**config.mk**
```make
export PLATFORM = sky130hd
export DESIGN_NAME = rr_mux4_flat
export DESIGN_NICKNAME = d
export VERILOG_FILES = /design/src/rtl/rr_mux4_if.sv /design/src/rtl/rr_mux4.sv /design/src/flat_wrapper.sv
export SDC_FILE = /design/constraint.sdc
export NUM_CORES = 1
export LEC_CHECK = 0
export ABC_AREA = 1
export BUFFER_PORTS_ARGS = -buffer_cell sky130_fd_sc_hd__buf_2
export CAP_MARGIN = 15
export CORE_ASPECT_RATIO = 1.4
export CORE_MARGIN = 3
export CORE_UTILIZATION = 39
export DETAILED_ROUTE_END_ITERATION = 8
export GPL_ROUTABILITY_DRIVEN = 0
export PLACE_DENSITY = 0.75
export SETUP_SLACK_MARGIN = 0.1
export SLEW_MARGIN = 20
export SYNTH_ARGS = -nofsm -noshare
export SYNTH_HDL_FRONTEND = slang
export SYNTH_SLANG_ARGS = --single-unit
```
**constraint.sdc**
```tcl
create_clock -name clk -period 1 [get_ports clk]
set_input_delay 0 -clock clk [delete_from_list [all_inputs] [get_ports clk]]
set_output_delay 0 -clock clk [all_outputs]
set_load 0.005 [all_outputs]
```
**src/rtl/rr_mux4_if.sv**
```systemverilog
// rr_mux4_if: bundle of the four merged input streams and the single output stream.
// master = traffic source/sink around the merger, slave = the merger itself.
interface rr_mux4_if #(
  parameter int unsigned WIDTH = 8
);
  logic [4*WIDTH-1:0] in_data;
  logic [3:0]         in_valid;
  logic [3:0]         in_ready;
  logic [WIDTH-1:0]   out_data;
  logic               out_valid;
  logic               out_ready;
  logic [1:0]         out_ch;

  modport master (
    output in_data, in_valid, out_ready,
    input  in_ready, out_data, out_valid, out_ch
  );

  modport slave (
    input  in_data, in_valid, out_ready,
    output in_ready, out_data, out_valid, out_ch
  );
endinterface

```
**src/rtl/rr_mux4.sv**
```systemverilog
// rr_mux4: merges four valid/ready streams into one registered output stream.
// Arbitration is fixed priority (ch0 highest) by default; define RR_MUX4_RR_EN
// for round-robin starting after the most recently transferred channel.
// in_ready is combinational (depends on out_ready and arbitration).
module rr_mux4 #(
  parameter int unsigned WIDTH = 8
) (
  input  logic       clk,
  input  logic       rst_n,
  rr_mux4_if.slave   bus
);

  logic [WIDTH-1:0] out_data_q, out_data_d;
  logic [1:0]       out_ch_q, out_ch_d;
  logic             out_valid_q, out_valid_d;
  logic             free_c;
  logic             gnt_hit_c;
  logic [1:0]       gnt_idx_c;
  logic             xfer_c;
`ifdef RR_MUX4_RR_EN
  logic [1:0]       last_q, last_d;
`endif

  // Output register can accept a new beat when empty or being drained.
  assign free_c = !out_valid_q || bus.out_ready;

  // Arbitration: pick the winning valid channel.
  always_comb begin
    logic [1:0] cand;
    gnt_hit_c = 1'b0;
    gnt_idx_c = 2'd0;
    cand      = 2'd0;
`ifdef RR_MUX4_RR_EN
    for (int k = 1; k <= 4; k++) begin
      cand = last_q + 2'(k);
      if (!gnt_hit_c && bus.in_valid[cand]) begin
        gnt_hit_c = 1'b1;
        gnt_idx_c = cand;
      end
    end
`else
    for (int k = 3; k >= 0; k--) begin
      cand = 2'(k);
      if (bus.in_valid[cand]) begin
        gnt_hit_c = 1'b1;
        gnt_idx_c = cand;
      end
    end
`endif
  end

  // Grant only while out of reset and the output register is free.
  assign xfer_c = rst_n && free_c && gnt_hit_c;

  // One-hot accept towards the winning channel.
  always_comb begin
    bus.in_ready = 4'b0000;
    if (xfer_c) begin
      bus.in_ready = 4'(1) << gnt_idx_c;
    end
  end

  // Next-state for the output register and arbitration pointer.
  always_comb begin
    out_valid_d = out_valid_q;
    out_data_d  = out_data_q;
    out_ch_d    = out_ch_q;
`ifdef RR_MUX4_RR_EN
    last_d      = last_q;
`endif
    if (free_c) begin
      out_valid_d = xfer_c;
    end
    if (xfer_c) begin
      out_ch_d = gnt_idx_c;
      for (int i = 0; i < 4; i++) begin
        if (gnt_idx_c == 2'(i)) begin
          out_data_d = bus.in_data[i*WIDTH +: WIDTH];
        end
      end
`ifdef RR_MUX4_RR_EN
      last_d = gnt_idx_c;
`endif
    end
  end

  // State registers; reset discards any held beat.
  always_ff @(posedge clk or negedge rst_n) begin
    if (!rst_n) begin
      out_valid_q <= 1'b0;
      out_data_q  <= '0;
      out_ch_q    <= 2'd0;
`ifdef RR_MUX4_RR_EN
      last_q      <= 2'd3;
`endif
    end else begin
      out_valid_q <= out_valid_d;
      out_data_q  <= out_data_d;
      out_ch_q    <= out_ch_d;
`ifdef RR_MUX4_RR_EN
      last_q      <= last_d;
`endif
    end
  end

  assign bus.out_valid = out_valid_q;
  assign bus.out_data  = out_data_q;
  assign bus.out_ch    = out_ch_q;

endmodule

```
**src/flat_wrapper.sv**
```systemverilog
// flat-port wrapper written by rule: the top's interface ports become plain ports
module rr_mux4_flat 
#(
  parameter int unsigned WIDTH = 8
)
  (clk, rst_n, bus_in_data, bus_in_valid, bus_out_ready, bus_in_ready, bus_out_data, bus_out_valid, bus_out_ch);
  rr_mux4_if #(.WIDTH(WIDTH)) bus_i ();
  input  logic clk;
  input  logic rst_n;
  input wire logic [$bits(bus_i.in_data)-1:0] bus_in_data;
  input wire logic [$bits(bus_i.in_valid)-1:0] bus_in_valid;
  input wire logic [$bits(bus_i.out_ready)-1:0] bus_out_ready;
  output wire logic [$bits(bus_i.in_ready)-1:0] bus_in_ready;
  output wire logic [$bits(bus_i.out_data)-1:0] bus_out_data;
  output wire logic [$bits(bus_i.out_valid)-1:0] bus_out_valid;
  output wire logic [$bits(bus_i.out_ch)-1:0] bus_out_ch;
  assign bus_i.in_data = bus_in_data;
  assign bus_i.in_valid = bus_in_valid;
  assign bus_i.out_ready = bus_out_ready;
  assign bus_in_ready = bus_i.in_ready;
  assign bus_out_data = bus_i.out_data;
  assign bus_out_valid = bus_i.out_valid;
  assign bus_out_ch = bus_i.out_ch;
  rr_mux4 #(.WIDTH(WIDTH)) u_core (.clk(clk), .rst_n(rst_n), .bus(bus_i));
endmodule
```
==> results.md <==
- The run finished, with violations left.
- The final reports fail on setup timing.
- In this run the tightest slew margin relative to its limit is between 80% and 90%.
- The longest clock path from root to sink contains 2 buffers.
- The full die area is 0.00296 mm².
- The final wirelength is 2720 µm.
- Synthesis instantiated 19 different standard cells from the library.
- The met1 track utilization from global routing is about a fifth.
- The hold violation total from the final report is 0.
- After routing the design area is between 0.0015 and 0.002 mm².
- On the critical path the largest part of the delay comes from flip-flops.
- The area of the mapped netlist is about 900 µm².
- The mean area per synthesized cell is 6.29 µm².
- The pre-CTS setup slack is -0.292 ns.
- In the post-route analysis, the smallest setup slack over all paths is -0.235 ns.
- The post-detailed-route via-to-cell ratio is 4.80.
- The leading area contributor after synthesis is sky130_fd_sc_hd__dfrtp_1.
- Measured along the x axis, the die boundary spans about 47 µm.
- The via count of the first global-routing pass is between 1,000 and 1,500.
- The die extent in y is around 63 µm.
- The largest net degree at the start of global routing is 13.
- Across the routed clock network, the largest skew measured is around 0.0031 ns.
- The maximum clock frequency is roughly 810 MHz.
- The mean routed wirelength per cell is about 11 µm.
- Ranked by total cell area, the synthesized netlist is headed by sky130_fd_sc_hd__dfrtp_1 (30%), sky130_fd_sc_hd__nand2_1 (18%), sky130_fd_sc_hd__inv_1 (9.5%).
- For met2 alone, demand over resource in global routing was 40.1%.
- The critical path class is register to output port.
- The number of nets with antenna violations after detailed routing is 0.
- The number of warning messages in the yosys log is 0.
- The worst voltage drop across the vdd grid is between 300 and 400 µV.
- Traced cell by cell, the critical path runs through a21oi_4 -> nand2_8 -> nor2_2 -> buf_2.
- The max-slew violation total from the final report is 0.
- The total via count in the routed design is between 1,000 and 1,500.
- TritonCTS built the clock tree.
- Of the cells placed in the final design, the portion with a size suffix greater than 1 is roughly half.
- Together, buffers and inverters on the worst path number 1.
- The number of antenna violations at the first check in global routing is 0.
- The tightest hold path in the finished design has a slack of between 0.01 and 0.015 ns.
- The critical path startpoint category is a register.
- Max-cap violations in this run came to 0.
- For this run, the post-layout net count is 259.
- The cell at the root of the clock tree is sky130_fd_sc_hd__clkbuf_4.
- The later pin in the worst-skew pair is clocked with a latency of between 0.2 and 0.3 ns.
- The shortest clock period the worst path allows after layout is between 1 and 1.5 ns.
- The count of clock tree sinks is 11.
- TritonCTS created 3 clock buffers.
- After floorplanning, the core was divided into 20 placement rows.
- Setup repair after global routing could not meet its margin everywhere.
- The overall global routing resource usage is a little over a fifth.
- The remaining global-route overflow is 0.
- The clock transition at the registers of the reported paths is ~0.07 ns.
- For this run, global-route usage on met3 was measured as around 3.4%.
- The count of fill cells added during filler insertion is 210.
- The data required time at the worst endpoint is 1.00 ns.
- Excluding fillers, the count of instances in the completed layout stands at between 200 and 250.
- Counting tap cells, the placed design contains a total of 227 instances.
- For this block, the initial DRC count from the detailed router was 17.
- The tightest min-delay check is of the primary input to register type.
- The area share of the leading cell type in the synthesized netlist is a little under a third.
- The ratio of final minimum period to clock period is 124%.
- The relative area change from synthesis to final layout is 64.7%.
- The core region is approximately 0.0022 mm².
- The post-detailed-route DRC marker count is 0.
- Setup violations remaining at the end of the flow were counted as 16.
- Sequential elements use a little over 30% of the synthesized area.
- The maximum cell stage delay along the critical path is a little over 0.4 ns.
- The pre-antenna-repair detailed-routing pass consisted of 5 iterations.
- For the pin with the worst max-slew slack, the measured transition is between 0.2 and 0.25 ns.
- The nature of the critical path endpoint is an output port.
- The number of ports placed on the die boundary is 54.
- Summing all placed instances gives a cell area of between 0.001 and 0.0015 mm².
- The number of instances in the synthesized netlist is ~150.
- The total number of H-tree levels is 1.
- The areal power density over the cells is just under 1000 mW/mm².
- The wire-length estimate of the detail-placed layout is 2050 µm.
- The antenna diode count is 0.
- The worst endpoint data arrival time is about 1.2 ns.
- The global routing stage identified its most utilized layer as met2.
- The first-pass GRT wire length is about 4700 µm.
- The post-synth net total is between 150 and 200.
- Synthesis inferred 11 register bits.
- In this run the worst path has a maximum fanout of 5.
- The largest individual stage delay along the critical path comes from the cell sky130_fd_sc_hd__dfrtp_1.
- The leakage power is 0.910 nW.
- Input and output buffers added on the ports amount to 53.
- The initial utilization of the core area, before any placement, comes to between 40% and 50%.
==> synth_stat cells, drive strengths merged <==
library cell,count
a21oi,9
a31oi,1
buf,5
dfrtp,11
ha,3
inv,27
nand2,47
nand3,17
nor2,22
o21ai,3
==> kinds of logic after synthesis <==
group / share of synthesized area (%)
AO/OA/AOI/OAI: 9.60
adder cells (fa/ha/maj): 4.12
buffers and inverters: 15.1
flip-flops: 30.2
AND/OR/NAND/NOR: 41.0
==> cell type report <==
| class | count | area, µm² | share of cell area (%) |
|---|---|---|---|
| well taps | 22 | 27.5 | 1.83 |
| inverters | 27 | 119 | 7.91 |
| repair buffers | 71 | 457 | 30.4 |
| multi-input cells | 103 | 598 | 39.8 |
| clock buffers | 4 | 26.3 | 1.75 |
| flip-flops and latches | 11 | 275 | 18.3 |
==> final timing paths <==
kind | start | end | slack (ns) | depth (start not counted)
min reg2reg | u_core.bus.out_data[3]$_DFFE_PN0P_ | u_core.bus.out_data[3]$_DFFE_PN0P_ | 0.48 | 2
max reg2reg | u_core.bus.out_valid$_DFFE_PN0N_ | u_core.bus.out_ch[1]$_DFFE_PN0P_ | -0.18 | 5
min in group asynchronous | rst_n | u_core.bus.out_valid$_DFFE_PN0N_ | 0.21 | 3
max in group asynchronous | rst_n | u_core.bus.out_data[0]$_DFFE_PN0P_ | 0.64 | 3
min | bus_out_ready | u_core.bus.out_valid$_DFFE_PN0N_ | 0.01 | 4
max | u_core.bus.out_valid$_DFFE_PN0N_ | bus_in_ready[3] | -0.24 | 4
==> repair_timing <==
action	in CTS	in global routing
setup buffers	3	1
cloned	2	0
hold buffers	1	0
endpoints found under the setup margin	16	16
pin swaps	2	2
endpoints found under the hold margin	11	0
resized for setup	8	8
==> flip-flops by register name, indices dropped and copies added, names as in the netlist <==
| signal | flops |
|---|---|
| u_core.bus.out_data | 8 |
| u_core.bus.out_ch | 2 |
| u_core.bus.out_valid | 1 |
==> power by group <==
group	internal (mW)	total (mW)	switching, mW
Combinational	0.309	0.621	0.312
Sequential	0.522	0.565	0.0432
Clock	0.154	0.301	0.146
==> routing by layer <==
| layer | up-vias | wire length (µm) |
|---|---|---|
| met2 | 48 | 1540 |
| met1 | 507 | 957 |
| met3 | 8 | 161 |
| met4 | 0 | 61 |
| met5 | - | 0 |
| li1 | 579 | - |
==> placed cells by master, fill, tap and decap left out, drive strengths merged <==
cell / netlist / final
dlygate4sd3: 0 / 1
o21ai: 3 / 3
a31oi: 1 / 1
a21oi: 9 / 9
buf: 5 / 70
inv: 27 / 27
dfrtp: 11 / 11
nor2: 22 / 22
nand3: 17 / 17
ha: 3 / 3
clkbuf: 0 / 4
nand2: 47 / 48
==> worst reg2reg max path, stage by stage (launching register included) <==
cell and delay, ns:
sky130_fd_sc_hd__dfrtp_1 0.41, sky130_fd_sc_hd__a21oi_4 0.23, sky130_fd_sc_hd__buf_4 0.17, sky130_fd_sc_hd__nand2_4 0.10, sky130_fd_sc_hd__nand2_1 0.10, sky130_fd_sc_hd__o21ai_1 0.06
==> per-stage QoR <==
step	utilization [%]	setup TNS (ns)	power, mW
5_1_grt	68.2	-3.74	1.60
3_3_place_gp	61.0	-1.79	1.08
6_report	68.2	-2.65	1.49
2_1_floorplan	-	-0.719	0.871
3_5_place_dp	61.0	-2.31	1.10
4_1_cts	66.8	-2.87	1.47
(Power assumes the default switching activity.)
